`src/rtl/framer_ctrl.sv`:
```
// rtl/framer_ctrl.sv - Sequencer that feeds one payload plus auth tag and status fields into a framer
//
// Purpose:
//   Accepts a 512-bit payload, requests an 8-bit auth tag from a MAC engine,
//   strobes the framer with payload, message counter, timer and state bits,
//   waits out the framer latency and then presents the framed word until the
//   downstream side accepts it.
//
// Parameters:
//   FRAMER_LAT  - cycles from frm_load to a valid framer output (must be >= 1)
//   MAC_TIMEOUT - maximum cycles spent in MAC waiting for mac_done (>= 1)
//
// Optional feature macro:
//   FRAMER_CTRL_TIMEOUT_EN - when defined, MAC gives up after MAC_TIMEOUT
//   cycles and pulses err_timeout; otherwise MAC waits forever.
//
// Ports:
//   clk, reset                 - clock (rising edge), synchronous active-high reset
//   msg_valid/msg_ready/msg_data - payload handshake, accepted only in IDLE
//   tick                       - one-cycle timer increment pulse
//   mac_req/mac_done/mac_tag   - auth tag request, one-cycle done pulse, tag
//   frm_data, frm_msg_counter, frm_timer, frm_auth_tag, frm_state_bits
//                              - framer inputs, stable while the frame is in flight
//   frm_load                   - one-cycle framer capture strobe
//   frame_valid/frame_ready    - framed word handshake towards downstream
//   busy                       - controller is not in IDLE
//   err_timeout                - one-cycle MAC timeout pulse
module framer_ctrl #(
  parameter int FRAMER_LAT  = 1,
  parameter int MAC_TIMEOUT = 255
) (
  input  logic         clk,
  input  logic         reset,
  input  logic         msg_valid,
  output logic         msg_ready,
  input  logic [511:0] msg_data,
  input  logic         tick,
  output logic         mac_req,
  input  logic         mac_done,
  input  logic [7:0]   mac_tag,
  output logic [511:0] frm_data,
  output logic [7:0]   frm_msg_counter,
  output logic [7:0]   frm_timer,
  output logic [7:0]   frm_auth_tag,
  output logic [1:0]   frm_state_bits,
  output logic         frm_load,
  output logic         frame_valid,
  input  logic         frame_ready,
  output logic         busy,
  output logic         err_timeout
);

  typedef enum logic [2:0] {
    ST_IDLE = 3'd0,
    ST_MAC  = 3'd1,
    ST_LOAD = 3'd2,
    ST_WAIT = 3'd3,
    ST_SEND = 3'd4
  } state_e;

  // WAIT counts 0 .. FRAMER_LAT-1, so it needs to hold FRAMER_LAT-1.
  localparam int WAIT_W = (FRAMER_LAT > 1) ? $clog2(FRAMER_LAT) : 1;
  localparam logic [WAIT_W-1:0] WAIT_LAST = WAIT_W'(FRAMER_LAT - 1);

  state_e            state_q, state_d;
  logic [WAIT_W-1:0] wait_cnt_q, wait_cnt_d;
  logic [7:0]        msg_cnt_q, msg_cnt_d;
  logic [7:0]        timer_q, timer_d;
  logic              first_q, first_d;
  logic [511:0]      data_q, data_d;
  logic [7:0]        auth_q, auth_d;
  logic [7:0]        smp_cnt_q, smp_cnt_d;
  logic [7:0]        smp_tmr_q, smp_tmr_d;
  logic [1:0]        smp_bits_q, smp_bits_d;

  logic msg_accept;
  logic mac_hit;
  logic frame_done;
  logic mac_expired;

  logic msg_ready_c;
  logic mac_req_c;
  logic frm_load_c;
  logic frame_valid_c;
  logic err_timeout_c;

  // ------------------------------------------------------------------
  // MAC timeout
  // ------------------------------------------------------------------
`ifdef FRAMER_CTRL_TIMEOUT_EN
  localparam int TO_W = (MAC_TIMEOUT > 1) ? $clog2(MAC_TIMEOUT) : 1;
  localparam logic [TO_W-1:0] TO_LAST = TO_W'(MAC_TIMEOUT - 1);

  logic [TO_W-1:0] to_cnt_q, to_cnt_d;

  // Counts cycles spent in MAC; cleared whenever the FSM is elsewhere so
  // every request starts a fresh window.
  always_comb begin
    to_cnt_d = '0;
    if (state_q == ST_MAC) begin
      to_cnt_d = to_cnt_q + 1'b1;
    end
  end

  always_ff @(posedge clk) begin
    if (reset) begin
      to_cnt_q <= '0;
    end else begin
      to_cnt_q <= to_cnt_d;
    end
  end

  // Asserted during the MAC_TIMEOUT-th cycle in MAC.
  assign mac_expired = (state_q == ST_MAC) && (to_cnt_q == TO_LAST);
`else
  localparam int unused_mac_timeout = MAC_TIMEOUT;
  assign mac_expired = 1'b0;
`endif

  // ------------------------------------------------------------------
  // FSM next state and strobes
  // ------------------------------------------------------------------
  always_comb begin
    state_d       = state_q;
    wait_cnt_d    = wait_cnt_q;
    msg_accept    = 1'b0;
    mac_hit       = 1'b0;
    frame_done    = 1'b0;
    msg_ready_c   = 1'b0;
    mac_req_c     = 1'b0;
    frm_load_c    = 1'b0;
    frame_valid_c = 1'b0;
    err_timeout_c = 1'b0;

    case (state_q)
      ST_IDLE: begin
        msg_ready_c = 1'b1;
        if (msg_valid) begin
          msg_accept = 1'b1;
          state_d    = ST_MAC;
        end
      end

      ST_MAC: begin
        mac_req_c = 1'b1;
        // A tag arriving in the timeout cycle still wins.
        if (mac_done) begin
          mac_hit = 1'b1;
          state_d = ST_LOAD;
        end else if (mac_expired) begin
          err_timeout_c = 1'b1;
          state_d       = ST_IDLE;
        end
      end

      ST_LOAD: begin
        frm_load_c = 1'b1;
        wait_cnt_d = '0;
        state_d    = ST_WAIT;
      end

      ST_WAIT: begin
        if (wait_cnt_q == WAIT_LAST) begin
          state_d = ST_SEND;
        end else begin
          wait_cnt_d = wait_cnt_q + 1'b1;
        end
      end

      ST_SEND: begin
        frame_valid_c = 1'b1;
        if (frame_ready) begin
          frame_done = 1'b1;
          state_d    = ST_IDLE;
        end
      end

      default: begin
        state_d = ST_IDLE;
      end
    endcase
  end

  // ------------------------------------------------------------------
  // Datapath next state
  // ------------------------------------------------------------------
  always_comb begin
    msg_cnt_d  = msg_cnt_q;
    timer_d    = timer_q;
    first_d    = first_q;
    data_d     = data_q;
    auth_d     = auth_q;
    smp_cnt_d  = smp_cnt_q;
    smp_tmr_d  = smp_tmr_q;
    smp_bits_d = smp_bits_q;

    if (tick) begin
      timer_d = timer_q + 8'd1;
    end

    if (msg_accept) begin
      data_d = msg_data;
    end

    // Framer fields are captured on the edge that enters LOAD. The timer is
    // sampled from the register, so a coincident tick is not yet visible.
    if (mac_hit) begin
      auth_d    = mac_tag;
      smp_cnt_d = msg_cnt_q;
      smp_tmr_d = timer_q;
      if (first_q) begin
        smp_bits_d = 2'b01;
      end else if (msg_cnt_q == 8'd0) begin
        smp_bits_d = 2'b10;
      end else begin
        smp_bits_d = 2'b00;
      end
    end

    if (frame_done) begin
      msg_cnt_d = msg_cnt_q + 8'd1;
      first_d   = 1'b0;
    end
  end

  // ------------------------------------------------------------------
  // Registers
  // ------------------------------------------------------------------
  always_ff @(posedge clk) begin
    if (reset) begin
      state_q    <= ST_IDLE;
      wait_cnt_q <= '0;
      msg_cnt_q  <= 8'd0;
      timer_q    <= 8'd0;
      first_q    <= 1'b1;
      data_q     <= '0;
      auth_q     <= 8'd0;
      smp_cnt_q  <= 8'd0;
      smp_tmr_q  <= 8'd0;
      smp_bits_q <= 2'b00;
    end else begin
      state_q    <= state_d;
      wait_cnt_q <= wait_cnt_d;
      msg_cnt_q  <= msg_cnt_d;
      timer_q    <= timer_d;
      first_q    <= first_d;
      data_q     <= data_d;
      auth_q     <= auth_d;
      smp_cnt_q  <= smp_cnt_d;
      smp_tmr_q  <= smp_tmr_d;
      smp_bits_q <= smp_bits_d;
    end
  end

  // ------------------------------------------------------------------
  // Outputs
  // ------------------------------------------------------------------
  // Strobes are masked while reset is asserted so nothing handshakes in the
  // reset cycle regardless of the pre-reset state.
  assign msg_ready       = msg_ready_c   & ~reset;
  assign mac_req         = mac_req_c     & ~reset;
  assign frm_load        = frm_load_c    & ~reset;
  assign frame_valid     = frame_valid_c & ~reset;
  assign err_timeout     = err_timeout_c & ~reset;
  assign busy            = (state_q != ST_IDLE);

  assign frm_data        = data_q;
  assign frm_auth_tag    = auth_q;
  assign frm_msg_counter = smp_cnt_q;
  assign frm_timer       = smp_tmr_q;
  assign frm_state_bits  = smp_bits_q;

endmodule

```
`config.mk`:
```
export PLATFORM = sky130hd
export DESIGN_NAME = framer_ctrl
export DESIGN_NICKNAME = d
export VERILOG_FILES = /design/src/rtl/framer_ctrl.sv
export SDC_FILE = /design/constraint.sdc
export NUM_CORES = 1
export LEC_CHECK = 0
export CORE_AREA = 5 5 412 414
export DETAILED_ROUTE_END_ITERATION = 8
export DIE_AREA = 0 0 417 419
export GPL_ROUTABILITY_DRIVEN = 0
export GPL_TIMING_DRIVEN = 0
export PLACE_DENSITY = 0.41
export SLEW_MARGIN = 5
export SYNTH_ARGS = -nofsm -noshare
export SYNTH_HDL_FRONTEND = slang
export SYNTH_SLANG_ARGS = --single-unit
```
`constraint.sdc`:
```
create_clock -name clk -period 1.86 [get_ports clk]
set_input_delay 0.372 -clock clk [delete_from_list [all_inputs] [get_ports clk]]
set_output_delay 0.372 -clock clk [all_outputs]
set_load 0.05 [all_outputs]
```
==> impl_metrics.ini, run 1 <==
[global_route]
gr-total-overflow = 0
grt_pass1_wl_um = 185000
grt_pass1_vias = 20500
track_usage = 0.154
antenna_found_initial = 50
grt_max_degree = 13

[route]
route.detailed.drc = 0
drt_iter0_markers = 1323
wire_per_inst_um = 24.3
wirelength_um = 143000
final_antenna_net_count = 0
via_count = 21400
detail_route.vias_per_cell = 3.64
first_pass_iters = 5

[synthesis]
syn_inst = 2448
yosysWarningCount = 0
yosysTopAreaCellShare = 0.567
synth_cell_type_count = 37
avgSynthCellArea_um2 = 8.04
syn-cell-area_mm2 = 0.0197
ys_ff_latch = 558
synth_seq_area_share = 0.567
postSynthNetCount = 2977
synth.area.top_cells = dfxtp_1, nand2_1, a21oi_1, buf_6, buf_2
synth_area_leader_cell = dfxtp_1

[sta]
drv_slew = 0
slew_headroom = 0.430
period_needed_ns = 2.08
period_share = 1.12
rsz0062_at_grt = yes
setup_violations = 15
finalHoldViolations = 0
fin_ws_ns = -0.220
tns_ns = -1.05
fmax_mhz = 481
finalClockSkew_ns = 0.0419
tightestPinTransition_ns = 0.855

[layout]
post-route-util = 0.215
fin_cells = 5870
area_growth_pct = 81.0
final_common_cell = nand2_1
post_route_cells_drive_above_1_share = 0.223
nets = 4126
final_cell_mix = nand2_1, dfxtp_1, a21oi_1

[run]
cap_violations = 0

[floorplan]
dieArea_mm2 = 0.175
row_count = 150
initial_utilization = 0.119
die_y_um = 419
coreArea_mm2 = 0.166
io_pins = 1070
die_w_um = 417

[cts]
cts_sinks = 558
clkTransAtPathRegs_ns = 0.06
cts_root_buffer = clkbuf_16
htreeDepth = 3
clk_latency_ns = 0.66
tritoncts.num_buffers = 74
cts_tree = built
cts_max_path_buffers = 3

[setup_path]
cp.arrival_ns = 1.71
crit_chain = clkbuf_16 -> or3_4 -> buf_12
cp_slowest_cell = or3_4
critPathKind = reg2out
cpPeakStageDelay_ns = 0.40
critPathLaunchType = register
worstPathRequired_ns = 1.49
path_max_fanout = 6
cp-end-kind = output pin
regToRegSetupSlack_ns = -0.04

[placed_design]
hpwl_um = 120000
port-buffer-count = 1066
place_worst_setup_slack_ns = -1.48
placed_cells = 5718

[outcome]
status = finished with violations
violations = negative setup slack

[power_and_ir_drop]
fin_total_pwr_mw = 37.0
ir_worst_vdd_mv = 0.568
power.density_mw_per_mm2 = 1040
p_leak_nw = 13.3

[hold_path]
min_path_type = in2reg
-- sequential cells by signal, indices dropped and copies added (netlist names) --
name / count
first_q: 1
frm_auth_tag: 8
frm_data: 512
frm_msg_counter: 8
frm_state_bits: 2
frm_timer: 8
msg_cnt_q: 8
state_q: 3
timer_q: 8
-- worst max-delay path: cells and delay by family, from the launching register on --
family	cells	cell delay [ns]
buf+inv	2	0.32
flops	1	0.35
simple gates	1	0.40
-- cells in the mapped netlist (all sizes together) --
cell,number
nor4,2
or4,2
o31ai,3
clkbuf,73
o21bai,1
o21a,1
xor2,3
nor2b,5
nor4b,5
mux2i,3
dfxtp,558
nand3b,2
a21bo,1
nor4bb,2
o21ai,3
and4b,2
or3,3
inv,3
ha,3
or4b,1
nand4bb,1
a21oi,543
conb,1
or3b,1
buf,116
nor2,12
xnor2,2
nand4,5
and3,1
nor3,2
nand3,5
nand2,1079
mux2,4
-- where the power goes --
group          internal [mW]  total, mW  switching, mW
combinational           2.97       8.98           6.01
clock                   8.54       14.6           6.10
sequential              12.8       13.3          0.551
total                   24.3       37.0           12.7
-- through the flow --
stage	hold WS [ns]	instance area, µm²
floorplan	0.440	19700
global route	0.206	35600
CTS	0.168	35500
finish	0.249	35600
detailed placement	0.445	33100
global placement	0.442	33100
-- final cells by class --
class | count | area (µm²)
clock inverters | 28 | 312
diodes | 14 | 35.0
repair buffers | 1074 | 10400
flip-flops and latches | 558 | 11200
plain buffers | 188 | 1480
fillers | 18600 | 130000
multi-input cells | 1698 | 7390
inverters | 3 | 11.3
clock buffers | 103 | 2110
well taps | 2204 | 2760
-- cell families after synthesis --
family          count (synthesis)  synth area share
simple gates                 1130             0.222
compound gates                552             0.141
other cells                     1          0.000190
buf+inv                       192            0.0610
mux                             7           0.00381
fa+ha+maj                       3           0.00191
flops                         558             0.567
xor+xnor                        5           0.00223
-- per-layer routing --
layer / share of wire / track usage / vias up
li1: - / - / 10300
met1: 0.41 / 0.184 / 10200
met2: 0.49 / 0.263 / 719
met3: 0.076 / 0.0522 / 178
met4: 0.031 / 0.0458 / 34
met5: 0.0017 / 0 / -
-- path summary, 6_finish.rpt --
| path | start | to | depth (start not counted) |
|---|---|---|---|
| setup / recovery | state_q[1]$_SDFFE_PP0P_ | busy | 3 |
| hold reg to reg | frm_data[488]$_SDFFE_PP0P_ | frm_data[488]$_SDFFE_PP0P_ | 2 |
| setup reg to reg | state_q[2]$_SDFFE_PP0P_ | frm_data[44]$_SDFFE_PP0P_ | 6 |
| hold / removal | reset | msg_cnt_q[6]$_SDFFE_PP0P_ | 3 |
-- timing repair --
item,in CTS,in global routing
hold endpoints to repair,1,0
pin swaps,3,3
hold buffers,1,0
endpoints found under the setup margin,1068,539
buffers inserted,7,0
gates resized for setup,2155,50
Note: power is estimated with default switching activity, not from simulation.
==> run 2: changes to the inputs <==
--- a/config.mk
+++ b/config.mk
@@ -11,6 +11,7 @@
 export GPL_ROUTABILITY_DRIVEN = 0
 export GPL_TIMING_DRIVEN = 0
 export PLACE_DENSITY = 0.41
+export SETUP_SLACK_MARGIN = 0.4
 export SLEW_MARGIN = 5
 export SYNTH_ARGS = -nofsm -noshare
 export SYNTH_HDL_FRONTEND = slang
==> constraint.sdc (replaced) <==
create_clock -name clk -period 1.86 [get_ports clk]
set_input_delay 0.372 -clock clk [delete_from_list [all_inputs] [get_ports clk]]
set_output_delay 0.372 -clock clk [all_outputs]
set_load 0.02 [all_outputs]
==> impl_metrics.ini, run 2 (synthesis gave the netlist of run 1 again) <==
[power_and_ir_drop]
power.density_mw_per_mm2 = 948
ir_worst_vdd_mv = 0.586
p_leak_nw = 15.1

[route]
wire_per_inst_um = 24.3
first_pass_iters = 5
final_antenna_net_count = 0
route.detailed.drc = 0
drt_iter0_markers = 1392
detail_route.vias_per_cell = 3.68
via_count = 21900
wirelength_um = 145000

[sta]
drv_slew = 0
fmax_mhz = 469
finalHoldViolations = 0
setup_violations = 253
period_needed_ns = 2.13
finalClockSkew_ns = 0.0236
slew_headroom = 0.449
tightestPinTransition_ns = 0.826
rsz0062_at_grt = yes
tns_ns = -16.74
period_share = 1.15
fin_ws_ns = -0.273

[setup_path]
r2r_cells = 8
crit_chain = clkbuf_16 -> or3_4 -> buf_6
cp.arrival_ns = 1.76
r2r-end = frm_data[81]$_SDFFE_PP0P_
path_buf_inv = 2
cp_slowest_cell = or3_4
critPathLaunchType = register
r2r_start = state_q[2]$_SDFFE_PP0P_
critPathTopFamily = simple AND/OR/NAND/NOR gates
path_max_fanout = 6
regToRegSetupSlack_ns = -0.12
cp-end-kind = output pin
critPathKind = reg2out
worstPathRequired_ns = 1.49
cpPeakStageDelay_ns = 0.41

[global_route]
antenna_found_initial = 49
grt_pass1_vias = 20900
grt_max_degree = 12
track_usage = 0.155
gr-total-overflow = 0
grt_pass1_wl_um = 186000

[floorplan]
row_count = 150
die_w_um = 417
io_pins = 1070
coreArea_mm2 = 0.166
die_y_um = 419
initial_utilization = 0.119
dieArea_mm2 = 0.175

[cts]
tritoncts.num_buffers = 78
clk_latency_ns = 0.69
cts_root_buffer = clkbuf_16
cts_sinks = 558
clkTransAtPathRegs_ns = 0.06
htreeDepth = 3
cts_max_path_buffers = 3
cts_tree = built

[layout]
post_route_cells_drive_above_1_share = 0.357
area_growth_pct = 95.5
final_cell_mix = nand2_1, a21oi_1, buf_6
largest_reg_flops = 512
final_area_mm2 = 0.0385
nets = 4211
final_common_cell = nand2_1

[hold_path]
min_path_cells = 3
holdPathEnd = msg_cnt_q[4]$_SDFFE_PP0P_
min_path_type = in2reg
hp-start = reset

[outcome]
violations = negative setup slack
status = finished with violations

[placed_design]
hpwl_um = 119000
place_area_mm2 = 0.0332
port-buffer-count = 1066

[run]
cap_violations = 0
[run 2: cell count changes in the layout (fill, tap and decap cells not counted), sizes merged]
cell,change
buf,+401
clkdlybuf4s15,-335
dlygate4sd2,+47
clkdlybuf4s18,-15
clkbuf,-6
clkinv,-4
diode,+4
bufinv,-2
clkinvlp,+2
inv,-2
dlymetal6s2s,+1
[run 2: how the worst max path moves through the flow]
stage | cells after the start | to | startpoint
6_report | 3 | busy | state_q[2]$_SDFFE_PP0P_
5_1_grt | 3 | busy | state_q[2]$_SDFFE_PP0P_
4_1_cts | 3 | busy | state_q[2]$_SDFFE_PP0P_
3_5_place_dp | 5 | frm_data[251]$_SDFFE_PP0P_ | reset
3_3_place_gp | 5 | frm_data[257]$_SDFFE_PP0P_ | reset
2_1_floorplan | 6 | frm_data[100]$_SDFFE_PP0P_ | state_q[2]$_SDFFE_PP0P_
[run 2: metrics by stage]
stage	cells	setup WS (ns)	hold WS (ns)	total power, mW	util
3_3_place_gp	5718	-1.47	0.439	21.0	0.200
6_report	5961	-0.273	0.157	36.5	0.232
2_1_floorplan	2448	0.358	0.440	16.5	-
3_5_place_dp	5718	-1.46	0.443	21.1	0.200
5_1_grt	5948	-0.374	0.122	38.1	0.232
4_1_cts	5865	-0.413	0.0606	36.4	0.218
[run 2: power by group]
| part | total [mW] | switching [mW] | internal, mW |
|---|---|---|---|
| logic | 8.17 | 4.32 | 3.85 |
| clock network | 14.7 | 6.15 | 8.54 |
| registers | 13.6 | 0.686 | 12.9 |
| total | 36.5 | 11.2 | 25.3 |
[run 2: area by class of cell]
cell class | count | area (µm²)
antenna | 18 | 45.0
buffer | 189 | 1670
clock buffer | 115 | 2220
clock inverter | 22 | 204
fill | 18400 | 127000
inverter | 3 | 11.3
multi-input combinational | 1698 | 7460
sequential | 558 | 11800
tap | 2204 | 2760
timing repair buffer | 1154 | 12300
[run 2: worst reg2reg max path, stage by stage (launching register included)]
cell and delay (ns):
dfxtp_4 0.34, buf_4 0.15, or4b_4 0.54, buf_12 0.19, buf_8 0.16, buf_12 0.16, clkbuf_16 0.18, nand2_1 0.07
a21oi_1 0.06
[run 2: metal layers]
metal | up-vias | track usage | part of all wire
met5 | - | 0 | 0.00096
met4 | 24 | 0.0437 | 0.026
met3 | 169 | 0.0495 | 0.078
met2 | 739 | 0.263 | 0.48
met1 | 10600 | 0.189 | 0.41
li1 | 10400 | - | -
[run 2: what timing repair did]
| action | in CTS | in global routing |
|---|---|---|
| hold endpoints to repair | 2 | 0 |
| setup buffers | 8 | 67 |
| endpoints found under the setup margin | 1084 | 1088 |
| hold buffers | 1 | 0 |
| cloned | 1 | 11 |
| pin swaps | 1 | 5 |
| resized for setup | 556 | 2986 |
==> run 3: changes to the inputs <==
--- a/config.mk
+++ b/config.mk
@@ -6,12 +6,14 @@
 export NUM_CORES = 1
 export LEC_CHECK = 0
 export CORE_AREA = 5 5 412 414
+export CTS_CLUSTER_DIAMETER = 80
 export DETAILED_ROUTE_END_ITERATION = 8
 export DIE_AREA = 0 0 417 419
 export GPL_ROUTABILITY_DRIVEN = 0
 export GPL_TIMING_DRIVEN = 0
 export PLACE_DENSITY = 0.41
 export SETUP_SLACK_MARGIN = 0.4
+export SKIP_LAST_GASP = 1
 export SLEW_MARGIN = 5
 export SYNTH_ARGS = -nofsm -noshare
 export SYNTH_HDL_FRONTEND = slang
==> impl_metrics.ini, run 3 (synthesis gave the netlist of run 1 again) <==
[sta]
whs_ns = 0.144
fin_ws_ns = -0.290
slew_headroom = 0.343
finalClockSkew_ns = 0.0323
period_share = 1.16
setup_violations = 541
rsz0062_at_grt = yes
tns_ns = -43.44
finalHoldViolations = 0
drv_slew = 0
tightestPinTransition_ns = 0.985
period_needed_ns = 2.15
fmax_mhz = 465

[power_and_ir_drop]
fin_total_pwr_mw = 38.6
ir_worst_vdd_mv = 0.614
p_leak_nw = 16.4
power.density_mw_per_mm2 = 940

[cts]
cts_max_path_buffers = 3
clkTransAtPathRegs_ns = 0.06
cts_sinks = 558
cts_tree = built
cts_root_buffer = clkbuf_16
clk_latency_ns = 0.71
tritoncts.num_buffers = 81
htreeDepth = 3

[layout]
post-route-util = 0.248
area_growth_pct = 109
nets = 4281
largest_reg_flops = 512
final_common_cell = nand2_1
final_cell_mix = nand2_1, clkdlybuf4s50_1, buf_6
post_route_cells_drive_above_1_share = 0.421

[setup_path]
cp.arrival_ns = 1.78
r2r_start = state_q[2]$_SDFFE_PP0P_
worstPathRequired_ns = 1.49
r2r-end = frm_data[387]$_SDFFE_PP0P_
path_buf_inv = 2
critPathLaunchType = register
path_max_fanout = 6
crit_chain = clkbuf_16 -> or3_4 -> buf_6
critPathTopFamily = simple AND/OR/NAND/NOR gates
r2r_cells = 8
regToRegSetupSlack_ns = -0.15
cp-end-kind = output pin
critPathKind = reg2out
cpPeakStageDelay_ns = 0.40
cp_slowest_cell = or3_4

[floorplan]
dieArea_mm2 = 0.175
initial_utilization = 0.119
row_count = 150
die_y_um = 419
io_pins = 1070
die_w_um = 417
coreArea_mm2 = 0.166

[placed_design]
place_worst_setup_slack_ns = -1.46
port-buffer-count = 1066
hpwl_um = 119000

[route]
wirelength_um = 149000
detail_route.vias_per_cell = 3.71
wire_per_inst_um = 24.6
route.detailed.drc = 0
final_antenna_net_count = 0
drt_iter0_markers = 1398
first_pass_iters = 5
via_count = 22400

[hold_path]
min_path_type = in2reg
hp-start = reset
holdPathEnd = msg_cnt_q[6]$_SDFFE_PP0P_
min_path_cells = 3

[global_route]
track_usage = 0.155
gr-total-overflow = 0
grt_pass1_wl_um = 186000
grt_max_degree = 13
antenna_found_initial = 54
grt_pass1_vias = 20900

[outcome]
status = finished with violations
violations = negative setup slack

[run]
cap_violations = 0
## run 3: cell types whose count changed in the layout (fill, tap and decap cells not counted), moves of 6 or more
| cell | before | now |
|---|---|---|
| dfxtp_4 | 25 | 32 |
| buf_8 | 24 | 44 |
| buf_4 | 91 | 97 |
| nand2_2 | 17 | 26 |
| buf_12 | 26 | 43 |
| clkbuf_16 | 94 | 125 |
| a21oi_2 | 5 | 101 |
| nand2_1 | 1062 | 972 |
| buf_6 | 527 | 515 |
| dfxtp_1 | 81 | 71 |
| a21oi_1 | 538 | 442 |
| nand2_4 | 0 | 81 |
## run 3: worst min-delay path, delay by kind of cell
family	cells	cell delay, ns
simple gates	1	0.13
buf+inv	1	0.18
mux	1	0.14
## run 3: metrics by stage
stage / area (µm²) / instances
after floorplan: 19800 / 2448
after global placement: 33200 / 5718
after detailed placement: 33200 / 5718
after CTS: 36400 / 5878
after global routing: 41100 / 6025
final: 41100 / 6040
## run 3: layout make-up
type,instances,area (µm²)
inverters,3,11.3
diodes,20,50.0
multi-input cells,1698,8450
clock inverters,28,365
flip-flops and latches,558,11900
well taps,2204,2760
clock buffers,119,2320
repair buffers,1221,13400
plain buffers,189,1880
fillers,18100,125000
## run 3: per-layer routing
layer / global-route usage / share of wire / vias up
met5: 0 / 0.00099 / -
met4: 0.0440 / 0.026 / 26
met3: 0.0495 / 0.076 / 180
met2: 0.262 / 0.48 / 734
met1: 0.189 / 0.41 / 10900
li1: - / - / 10600
## run 3: worst max path at each step
stage,from,endpoint,cells after the start
after global routing,state_q[1]$_SDFFE_PP0P_,busy,3
after detailed placement,reset,frm_data[251]$_SDFFE_PP0P_,5
after global placement,reset,frm_data[257]$_SDFFE_PP0P_,5
after floorplan,state_q[2]$_SDFFE_PP0P_,frm_data[100]$_SDFFE_PP0P_,6
final,state_q[1]$_SDFFE_PP0P_,busy,3
after CTS,state_q[2]$_SDFFE_PP0P_,busy,3
## run 3: what timing repair did
action | 4_1_cts | 5_1_grt
cloned | 0 | 42
endpoints found under the hold margin | 4 | 0
hold buffers | 1 | 0
endpoints found under the setup margin | 1084 | 1088
resized for setup | 389 | 3459
pin swaps | 1 | 152
buffers inserted | 12 | 100
## run 3: where the power goes
part | internal (mW) | total, mW | switching (mW)
clock network | 9.20 | 15.7 | 6.54
registers | 12.9 | 13.6 | 0.709
logic | 4.51 | 9.25 | 4.74
total | 26.6 | 38.6 | 12.0
